===== src/rtl/drum_step_sequencer.sv =====
// Pattern-driven drum step sequencer with per-voice trigger pulses and a
// descending pitch sweep started by the sweep voice's trigger.
module drum_step_sequencer #(
  parameter int NUM_VOICES    = 3,
  parameter int NUM_STEPS     = 16,
  parameter int TICK_BITS     = 24,
  parameter int FREQ_RES_BITS = 8,
  parameter int SWEEP_VOICE   = 1
) (
  input  logic                         mclk,
  input  logic                         rst,
  input  logic                         run,
  input  logic [TICK_BITS-1:0]         tempo_div,
  input  logic                         pat_we,
  input  logic [$clog2(NUM_VOICES)-1:0] pat_voice,
  input  logic [NUM_STEPS-1:0]         pat_data,
  input  logic [NUM_VOICES-1:0]        man_trig,
  input  logic [FREQ_RES_BITS-1:0]     sweep_start,
  input  logic [FREQ_RES_BITS-1:0]     sweep_end,
  input  logic [7:0]                   sweep_div,
  output logic [NUM_VOICES-1:0]        trig,
  output logic [$clog2(NUM_STEPS)-1:0] step_idx,
  output logic                         playing,
  output logic [FREQ_RES_BITS-1:0]     sweep_freq,
  output logic                         sweep_active
);

  localparam int VW = $clog2(NUM_VOICES);
  localparam int SW = $clog2(NUM_STEPS);
  localparam logic [TICK_BITS-1:0]     TICK_ONE = {{(TICK_BITS-1){1'b0}}, 1'b1};
  localparam logic [SW-1:0]            STEP_ONE = {{(SW-1){1'b0}}, 1'b1};
  localparam logic [FREQ_RES_BITS-1:0] FREQ_ONE = {{(FREQ_RES_BITS-1){1'b0}}, 1'b1};

  typedef enum logic {IDLE, RUN} state_t;

  state_t                 state;
  logic [TICK_BITS-1:0]   tick_cnt;
  logic [TICK_BITS-1:0]   tick_lim;
  logic                   tick_last;
  logic [NUM_STEPS-1:0]   pattern [NUM_VOICES];
  logic [NUM_VOICES-1:0]  seq_req;
  logic [7:0]             sweep_cnt;

  // A counter already past a shortened limit runs on to its natural wrap,
  // which also ends the step.
  always_comb begin
    tick_lim  = (tempo_div == '0) ? TICK_ONE : tempo_div;
    tick_last = (tick_cnt == tick_lim - TICK_ONE) || (tick_cnt == '1);
  end

  always_comb begin
    seq_req = '0;
    if (state == RUN && tick_cnt == '0) begin
      for (int unsigned v = 0; v < NUM_VOICES; v++) begin
        seq_req[v] = pattern[v][step_idx];
      end
    end
  end

  always_ff @(posedge mclk or posedge rst) begin
    if (rst) begin
      state    <= IDLE;
      playing  <= 1'b0;
      tick_cnt <= '0;
      step_idx <= '0;
      trig     <= '0;
    end else begin
      trig <= seq_req | man_trig;
      case (state)
        IDLE: begin
          tick_cnt <= '0;
          step_idx <= '0;
          if (run) begin
            state   <= RUN;
            playing <= 1'b1;
          end
        end
        RUN: begin
          if (!run) begin
            state    <= IDLE;
            playing  <= 1'b0;
            tick_cnt <= '0;
            step_idx <= '0;
          end else if (tick_last) begin
            tick_cnt <= '0;
            step_idx <= step_idx + STEP_ONE;
          end else begin
            tick_cnt <= tick_cnt + TICK_ONE;
          end
        end
        default: state <= IDLE;
      endcase
    end
  end

  // Rows update at the write edge, so a request in the same cycle sees the old row.
  always_ff @(posedge mclk or posedge rst) begin
    if (rst) begin
      for (int unsigned v = 0; v < NUM_VOICES; v++) pattern[v] <= '0;
    end else if (pat_we) begin
      for (int unsigned v = 0; v < NUM_VOICES; v++) begin
        if (pat_voice == VW'(v)) pattern[v] <= pat_data;
      end
    end
  end

  always_ff @(posedge mclk or posedge rst) begin
    if (rst) begin
      sweep_freq   <= '0;
      sweep_active <= 1'b0;
      sweep_cnt    <= '0;
    end else if (trig[SWEEP_VOICE]) begin
      sweep_cnt <= '0;
      if (sweep_start > sweep_end) begin
        sweep_freq   <= sweep_start;
        sweep_active <= 1'b1;
      end else begin
        sweep_freq   <= sweep_end;
        sweep_active <= 1'b0;
      end
    end else if (sweep_active) begin
      if (sweep_freq <= sweep_end) begin
        sweep_active <= 1'b0;
      end else if (sweep_cnt == sweep_div) begin
        sweep_cnt  <= '0;
        sweep_freq <= sweep_freq - FREQ_ONE;
        if (sweep_freq - FREQ_ONE == sweep_end) sweep_active <= 1'b0;
      end else begin
        sweep_cnt <= sweep_cnt + 8'd1;
      end
    end
  end

endmodule

===== config.mk =====
export PLATFORM = sky130hd
export DESIGN_NAME = drum_step_sequencer
export DESIGN_NICKNAME = d
export VERILOG_FILES = /design/src/rtl/drum_step_sequencer.sv
export SDC_FILE = /design/constraint.sdc
export NUM_CORES = 1
export LEC_CHECK = 0
export BUFFER_PORTS_ARGS = -buffer_cell sky130_fd_sc_hd__buf_2
export CAP_MARGIN = 0
export CORE_MARGIN = 8
export CORE_UTILIZATION = 53
export DETAILED_ROUTE_END_ITERATION = 10
export HOLD_SLACK_MARGIN = 0.12
export PLACE_DENSITY = 0.85
export SLEW_MARGIN = 10
export SYNTH_ARGS = -nofsm -noshare
export SYNTH_HDL_FRONTEND = slang
export SYNTH_SLANG_ARGS = --single-unit

===== constraint.sdc =====
create_clock -name mclk -period 3.27 [get_ports mclk]
set_clock_uncertainty 0.1 [all_clocks]
set_input_delay 0.4905 -clock mclk [delete_from_list [all_inputs] [get_ports mclk]]
set_output_delay 0.4905 -clock mclk [all_outputs]
set_load 0.005 [all_outputs]

==> Word-level counts from Yosys, hierarchy flattened <==
Cells that the tools add are included.
{ "op_classes": {"addsub": 5, "order_cmp": 3, "eq_ne": 10, "muxes": 33, "bitwise": 2, "n_reduce_logical": 13} }
{ "ops": {"columns": ["operator", "count"], "rows": [
  ["24-bit two-way mux", 3],
  ["8-bit two-way mux", 9],
  ["24-bit zero test", 2],
  ["24-bit case mux with 2 select lines", 1],
  ["24-bit by 1-bit adder with 24-bit output, second input constant", 1],
  ["24-bit == test", 1],
  ["24-bit == test, second input constant", 1],
  ["24-bit by 1-bit subtractor with 24-bit output, second input constant", 1],
  ["8-bit == test", 2],
  ["1-bit binary-select mux with 4-bit select", 3],
  ["1-bit two-way mux", 12],
  ["2-bit AND reduction", 5],
  ["8-bit by 1-bit adder with 8-bit output, second input constant", 1],
  ["8-bit greater-than comparator", 1],
  ["8-bit less-or-equal comparator", 1],
  ["4-bit two-way mux", 2],
  ["4-bit case mux with 2 select lines", 1],
  ["8-bit by 1-bit subtractor with 8-bit output, second input constant", 1],
  ["2-bit != test, second input constant", 3],
  ["4-bit by 5-bit less-than comparator with 1-bit output, second input constant", 1],
  ["4-bit by 1-bit adder with 4-bit output, second input constant", 1],
  ["2-bit nonzero test", 2],
  ["3-bit two-way mux", 1],
  ["3-bit by 2-bit != test with 1-bit output, second input constant", 1],
  ["9 further kinds", 9]
]} }
{ "word_totals": {"ff_bits": 98, "wordCells": 77} }

==> Longest topological paths before layout <==
Gate-level depths: netlist of the first run.
{ "depth": {"word_depth": 8, "depth_mapped": 16} }

==> Least setup slack after synthesis of the first run <==
No wires, ideal clock.
{ "synth_timing": {"kind": "input to register", "start": "in tempo_div[17]", "end": "reg step_idx[0]", "arrival_ns": 3.708, "t_required_ns": 3.042, "path_slack_ns": -0.665, "path_stages": 13, "path_buffers": 1, "cell_sequence": "or4_1 buf_2 or3_1 nor3_2 nor2_1 ha_1 xnor2_1 a221o_1 nor4_1 nand4_1 or3_4 o21ai_4 mux2_1"} }
{ "synth_between": {"elab_chain_cells": 6} }
{ "synth_rtl": {"columns": ["item", "line", "rtl"], "rows": [
  ["from (decl)", "13", "input logic [TICK_BITS-1:0] tempo_div,"],
  ["24-bit zero test", "47", "tick_lim = (tempo_div == '0) ? TICK_ONE : tempo_div;"],
  ["24-bit two-way mux *", "47", null],
  ["24-bit by 1-bit subtractor with 24-bit output *", "48", "tick_last = (tick_cnt == tick_lim - TICK_ONE) || (tick_cnt == '1);"],
  ["24-bit == test *", "48", null],
  ["1-bit logical OR *", "48", null],
  ["3-bit by 2-bit != test with 1-bit output (no line) *", null, null],
  ["to (signal assigned)", "86", "step_idx <= step_idx + STEP_ONE;"],
  ["to (decl)", "22", "output logic [$clog2(NUM_STEPS)-1:0] step_idx,"]
]} }
Mark *: on every way between the ends. The rest lies on a longest branch, timed or not.
A chain may end at the register's enable or synchronous reset.

==> Worst setup path in the final report of the first run <==
{ "layout_timing": {"start": "in tempo_div[21]", "end": "reg step_idx[0]"} }
Same word-level chain as after synthesis.

==> run summary, run 1 <==
status: complete, but fails checks
violated checks: setup timing
first-pass GRT wire length: 27200 um
ys flop type: dfrtp_1
Worst-path clk slew: 0.07 ns
num rows: 40
hold-fix buffers at CTS: 0
TritonCTS clock tree: yes
final hold vios: 0
Hold Crit Class: primary input to flop
crit start category: primary input
post-route insts no fill: 910
critical path data required time: 3.40 ns
Internal: 2.38 mW
Synth cell types: 62
Pleak: 3.44 nW
DIE WIDTH: 127 um
Clock Latency Late Sink: 0.35 ns
Slew HR: 25.8%
layout cells sized above 1: 34.6%
max-cap viol count: 0
drt wl/cell: 18.0 um
reg2reg start: tick_cnt[6]$_DFF_PP0_
Layout Area Growth over Synthesis: 21.1%
Nets: 854
final setup vio count: 27
largest net degree at the start of global routing: 88
die height: 127 um
root buffer cell: clkbuf_16
Post-Route WL: 16400 um
crit path max fanout: 6
grt total ovfl: 0
ANT nets after route: 0
post-synthesis net count: 735
clock share of power: 30.5%
residual DRC count: 0
# placed instances: 891
Tcrit/Tclk final: 109%
worst-margin pin slew: 1.11 ns
TritonRoute pass-1 iters: 4
Syn Inst Count: 639
Synth area leader: dfrtp_1
Synth area leaders: dfrtp_1, mux2_2, mux4_2
Tmin final: 3.56 ns
Core Area: 0.0120 mm^2
Reg2Reg Setup Slack: 0.35 ns
Starting Density: 54.1%
critical path class: primary input to flop
GPL Wtd Cong: 0.923
Worst VDD drop: 0.463 mV
clk sink count: 98
dpl ws: -0.710 ns
Logic pwr share: 24.8%
CP endpoint: step_idx[0]$_DFFE_PP0P_
sw frac: 30.0%
EDFF count, synth: 0
DR vias/cell: 6.07
Syn Area/Cell: 10.1 um^2
CP endpoint kind: flop
Final WS setup: -0.290 ns
Synth top area share: 37.9%
Slew Limit Fails: 0
Buffers on Ports: 89
Worst EP arrival: 3.69 ns
RR Endpoint: step_idx[0]$_DFFE_PP0P_
# diodes: 0
sequential-to-total area share from yosys stat: 37.9%
Fmax: 281 MHz
IO Pins: 90
H-tree depth: 3
Die Area: 0.0160 mm^2
Synth Cell Area: 0.00647 mm^2
total power divided by cell area: 433 mW/mm^2
Reg power frac: 44.7%
Vias: 5522
CTS Buf Count: 9
asr flop ratio synth: 100%
Critical Path Start: tempo_div[21]
CTS max path bufs: 2
#FFs+latches synth: 98
Overall Global Routing Usage: 20.5%
drt initial violations: 399
Filler Cell Count: 903
RSZ-0062 raised after global routing: yes
FF-to-FF path depth: 8
post-DP HPWL: 12200 um
antenna violations before repair: 0
Synth Warn #: 0
net switching power: 1.02 mW
vias in the first global route: 5727
[per-stage QoR]
step	hold slack, ns	utilization [%]	setup TNS, ns	area [um^2]	total power [mW]
after floorplan	0.374	-	-9.96	6540	2.05
after global placement	0.381	61.7	-15.19	7380	2.30
after detailed placement	0.393	61.7	-17.98	7380	2.36
after CTS	0.219	64.5	-6.89	7710	3.39
after global routing	0.218	65.6	-9.52	7840	3.57
final	0.228	65.6	-5.88	7840	3.40
[cell families (layout without fill, tap and decap cells)]
logic type               count (synthesis)  in the layout  synth area share [%]
XOR/XNOR                                62             62                  8.39
flip-flops                              98             98                  37.9
multiplexers                            82             82                  16.6
buffers and inverters                   53            177                  3.52
AO/OA/AOI/OAI                           93             93                  9.64
adder cells (fa/ha/maj)                 23             23                  4.45
AND/OR/NAND/NOR                        228            228                  19.5
[worst max-delay path, cell delays in order]
cell     delay [ns]
buf_6          0.09
or4_4          0.52
or3_4          0.40
nor3_4         0.20
nor2_2         0.08
ha_4           0.19
xnor2_2        0.13
a221o_1        0.33
nor4_4         0.17
nand4_1        0.13
or3_4          0.37
o21ai_4        0.25
mux2_4         0.33
[routing by layer]
layer / vias up / wire [um] / GRT usage [%]
met5: - / 0 / 0
met4: 0 / 272 / 6.02
met3: 30 / 957 / 4.99
met2: 176 / 8230 / 35.3
met1: 2734 / 6890 / 24.8
li1: 2582 / - / -
[cell usage after synthesis (2+ instances only)]
cell type,count
a211oi_1,7
a21o_1,8
a21oi_1,18
a31oi_1,5
and2_1,3
and3_1,6
and4_1,5
buf_2,4
buf_6,3
clkbuf_1,22
dfrtp_1,98
ha_1,23
inv_1,22
mux2_2,51
mux2i_1,15
mux4_2,15
nand2_1,32
nand2b_1,6
nand3_1,24
nand3b_1,5
nand4_1,20
nor2_1,58
nor2b_1,4
nor3_1,16
nor3b_1,5
nor4_1,13
nor4_4,2
nor4b_1,5
o2111ai_1,3
o211ai_1,2
o21a_1,6
o21ai_0,23
o21bai_1,5
o31ai_1,3
o32ai_1,2
o41a_1,2
or2_2,5
or3_1,5
or4_1,5
xnor2_1,31
xor2_1,31
[area by class of cell]
cell class                 instances  area [um^2]  share of cell area (%)
multi-input combinational        488         3940                    50.3
sequential                        98         2450                    31.3
timing repair buffer             139          887                    11.3
clock buffer                      10          239                    3.05
tap                              147          184                    2.35
inverter                          22         85.1                    1.08
clock inverter                     6         53.8                   0.686
[power by group through the flow]
stage	registers (mW)	clock network (mW)	logic (mW)
CTS	1.51	1.05	0.830
detailed placement	1.54	0	0.820
finish	1.52	1.04	0.843
global placement	1.52	0	0.780
floorplan	1.48	0	0.575
global route	1.54	1.10	0.932
[worst min path at each step]
stage	startpoint	endpoint	slack, ns	depth (start not counted)
CTS	man_trig[1]	trig[1]$_DFF_PP0_	0.22	2
global route	man_trig[2]	trig[2]$_DFF_PP0_	0.22	2
detailed placement	pattern[3]$_DFFE_PP0P_	pattern[3]$_DFFE_PP0P_	0.39	1
finish	man_trig[2]	trig[2]$_DFF_PP0_	0.23	2
floorplan	pattern[18]$_DFFE_PP0P_	pattern[18]$_DFFE_PP0P_	0.37	1
global placement	pattern[3]$_DFFE_PP0P_	pattern[3]$_DFFE_PP0P_	0.38	1
[timing repair]
action	CTS	global route
pin swaps	4	5
gates resized for setup	7	23
gates cloned	0	2
buffers inserted	2	0
endpoints found under the setup margin	27	28
[placed cells by master, fill, tap and decap left out, types with 11 or more instances in the layout]
cell,instances
xnor2_1,29
nand3_1,23
nor4_1,12
buf_2,86
nand2_1,32
buf_4,47
o21ai_0,17
ha_1,22
clkbuf_16,11
dfrtp_1,98
nor3_1,16
mux2_2,51
nand4_1,20
mux4_2,15
inv_1,21
a21oi_1,18
mux2i_1,15
nor2_1,45
xor2_1,31
[sequential cells by signal, indices dropped and copies added (netlist names)]
name,cells
playing,1
step_idx,4
trig,3
tick_cnt,24
state,1
sweep_active,1
pattern,48
sweep_freq,8
sweep_cnt,8
No activity file was read; power rests on OpenSTA's default activity.
==> run 2: changes to the inputs <==
==> constraint.sdc (replaced) <==
create_clock -name mclk -period 3.11 [get_ports mclk]
set_clock_uncertainty 0.1 [all_clocks]
set_input_delay 0.4665 -clock mclk [delete_from_list [all_inputs] [get_ports mclk]]
set_output_delay 0.4665 -clock mclk [all_outputs]
set_load 0.005 [all_outputs]
==> run 2 against run 1 <==
Net effect:
- the run still ends with setup timing left
- sequential power grew 5%
- sequential share of layout area rose by 0.060 points
- die area did not move
- worst setup slack worse by 0.11 ns
- register-to-register slack better by 0.03 ns
- first-iteration DRC count increased by 34%
- largest power group unchanged
==> run summary, run 2 (synthesis results as in run 1) <==
RR Endpoint: step_idx[0]$_DFFE_PP0P_ (unchanged)
Critical Path Start: tempo_div[15] (was tempo_div[21])
die height: 127 um (unchanged)
Reg power frac: 44.9% (was 44.7%)
FF-to-FF path depth: 8 (unchanged)
vias in the first global route: 5762 (was 5727)
post-DP HPWL: 12500 um (was 12200 um)
GPL Wtd Cong: 0.916 (was 0.923)
Logic pwr share: 24.8% (about the same)
Clock Latency Late Sink: 0.34 ns (was 0.35 ns)
residual DRC count: 0 (unchanged)
Nets: 863 (was 854)
critical path data required time: 3.23 ns (was 3.40 ns)
num rows: 40 (unchanged)
max-cap viol count: 0 (unchanged)
drt wl/cell: 17.7 um (was 18.0 um)
status: complete, but fails checks (unchanged)
ANT nets after route: 0 (unchanged)
Fmax: 285 MHz
net switching power: 1.07 mW (was 1.02 mW)
clk sink count: 98 (unchanged)
worst-margin pin slew: 1.20 ns (was 1.11 ns)
final hold vios: 0 (unchanged)
Top reg by flops: pattern (unchanged)
# diodes: 0 (unchanged)
reg2reg start: tick_cnt[8]$_DFF_PP0_ (was tick_cnt[6]$_DFF_PP0_)
CP endpoint kind: flop (unchanged)
Hold Crit Class: primary input to async pin (was primary input to flop)
Slew Limit Fails: 0 (unchanged)
Pleak: 3.46 nW (was 3.44 nW)
TritonCTS clock tree: yes (unchanged)
RSZ-0062 raised after global routing: yes (unchanged)
Layout Area Growth over Synthesis: 20.9% (was 21.1%)
IO Pins: 90 (unchanged)
Worst EP arrival: 3.63 ns (was 3.69 ns)
largest net degree at the start of global routing: 60 (was 88)
H-tree depth: 3 (unchanged)
Overall Global Routing Usage: 20.4% (was 20.5%)
Starting Density: 54.1% (unchanged)
sw frac: 30.1% (was 30.0%)
commonest non-fill, non-tap cell in the layout: dfrtp_1 (unchanged)
Vias: 5516 (was 5522)
Worst-path clk slew: 0.07 ns (about the same)
DIE WIDTH: 127 um (unchanged)
grt total ovfl: 0 (unchanged)
Buffers on Ports: 89 (unchanged)
Tcrit/Tclk final: 113%
TritonRoute pass-1 iters: 5 (was 4)
crit path max fanout: 4 (was 6)
CTS max path bufs: 2 (unchanged)
violated checks: setup timing (unchanged)
first-pass GRT wire length: 27300 um (was 27200 um)
Worst VDD drop: 0.294 mV (was 0.463 mV)
antenna violations before repair: 0 (unchanged)
Tmin final: 3.51 ns
total power divided by cell area: 454 mW/mm^2 (was 433 mW/mm^2)
Slew HR: 19.8% (was 25.8%)
Die Area: 0.0160 mm^2 (unchanged)
clock share of power: 30.2% (was 30.5%)
crit start category: primary input (unchanged)
final setup vio count: 27 (unchanged)
Post-Route WL: 16300 um (was 16400 um)
Final WS setup: -0.404 ns (was -0.290 ns)
Core Area: 0.0120 mm^2 (unchanged)
dpl ws: -0.797 ns (was -0.710 ns)
CTS Buf Count: 9 (unchanged)
Internal: 2.48 mW (was 2.38 mW)
number of flip-flops in the largest register: 48 (unchanged)
CP endpoint: step_idx[0]$_DFFE_PP0P_ (unchanged)
Reg2Reg Setup Slack: 0.38 ns (was 0.35 ns)
setup TNS: -8.56 ns (was -5.88 ns)
DR vias/cell: 6.00 (was 6.07)
drt initial violations: 533 (was 399)
Largest regs: pattern (48), tick_cnt (24) (unchanged)
most frequent cells in the layout: dfrtp_1, buf_2, buf_4 (was dfrtp_1, buf_2, mux2_2)
root buffer cell: clkbuf_16 (unchanged)
critical path class: primary input to flop (unchanged)
layout cells sized above 1: 34.3% (was 34.6%)
run 2: cell count changes in the layout (fill, tap and decap cells not counted), moves of 3 or more:
| cell | delta |
|---|---|
| buf_4 | +10 |
| nor2_1 | +8 |
| nor2_2 | -4 |
| nor2_4 | -4 |
| inv_6 | -3 |
run 2: stage by stage:
step	hold WS (ns)	power, mW	area, um^2	instances	utilization [%]
floorplan	0.374	2.16	6540	639	-
global placement	0.383	2.43	7440	899	62.2
detailed placement	0.393	2.49	7440	899	62.2
CTS	0.192	3.57	7800	918	65.2
global route	0.205	3.74	7830	919	65.4
finish	0.177	3.55	7830	919	65.4
run 2: area by class of cell:
class                      count  area (um^2)
multi-input combinational    488         3880
tap                          147          184
clock inverter                 7         71.3
timing repair buffer         148          930
clock buffer                   9          225
sequential                    98         2450
fill                         904         4130
inverter                      22         86.3
run 2: how the worst min path moves through the flow:
stage,slack [ns],startpoint,endpoint,cells after the start
2_1_floorplan,0.37,pattern[18]$_DFFE_PP0P_,pattern[18]$_DFFE_PP0P_,1
3_3_place_gp,0.38,pattern[5]$_DFFE_PP0P_,pattern[5]$_DFFE_PP0P_,1
3_5_place_dp,0.39,pattern[23]$_DFFE_PP0P_,pattern[23]$_DFFE_PP0P_,1
4_1_cts,0.19,rst,tick_cnt[3]$_DFF_PP0_,3
5_1_grt,0.21,man_trig[2],trig[2]$_DFF_PP0_,2
6_report,0.18,rst,tick_cnt[4]$_DFF_PP0_,3
run 2: critical path: stages:
cell and delay [ns]:
buf_6 0.09, or4_4 0.52, or3_4 0.41, nor3_4 0.18, nor2_1 0.07, ha_2 0.34, o21ai_2 0.05, a221o_1 0.28
nor4_2 0.20, nand4_1 0.13, or3_4 0.36, o21ai_4 0.21, mux2_4 0.31
run 2: power groups by stage:
stage | Clock [mW] | Sequential (mW) | Combinational (mW)
floorplan | 0 | 1.56 | 0.605
global placement | 0 | 1.60 | 0.829
detailed placement | 0 | 1.62 | 0.870
CTS | 1.10 | 1.59 | 0.880
global route | 1.15 | 1.62 | 0.971
finish | 1.08 | 1.60 | 0.883
run 2: timing repair:
action,CTS,global route
hold endpoints to repair,0,0
gates resized for setup,10,6
endpoints found under the setup margin,28,28
pin swaps,3,3
gates cloned,0,0
hold buffers,0,0
buffers inserted,3,1
run 2: metal layers:
metal / vias up / wire length, um / global-route usage [%] / part of all wire [%]
met4: 0 / 375 / 7.01 / 2.3
met2: 175 / 8020 / 35.2 / 49
met5: - / 0 / 0 / 0
li1: 2607 / - / - / -
met1: 2696 / 7090 / 25.4 / 44
met3: 38 / 790 / 3.39 / 4.9
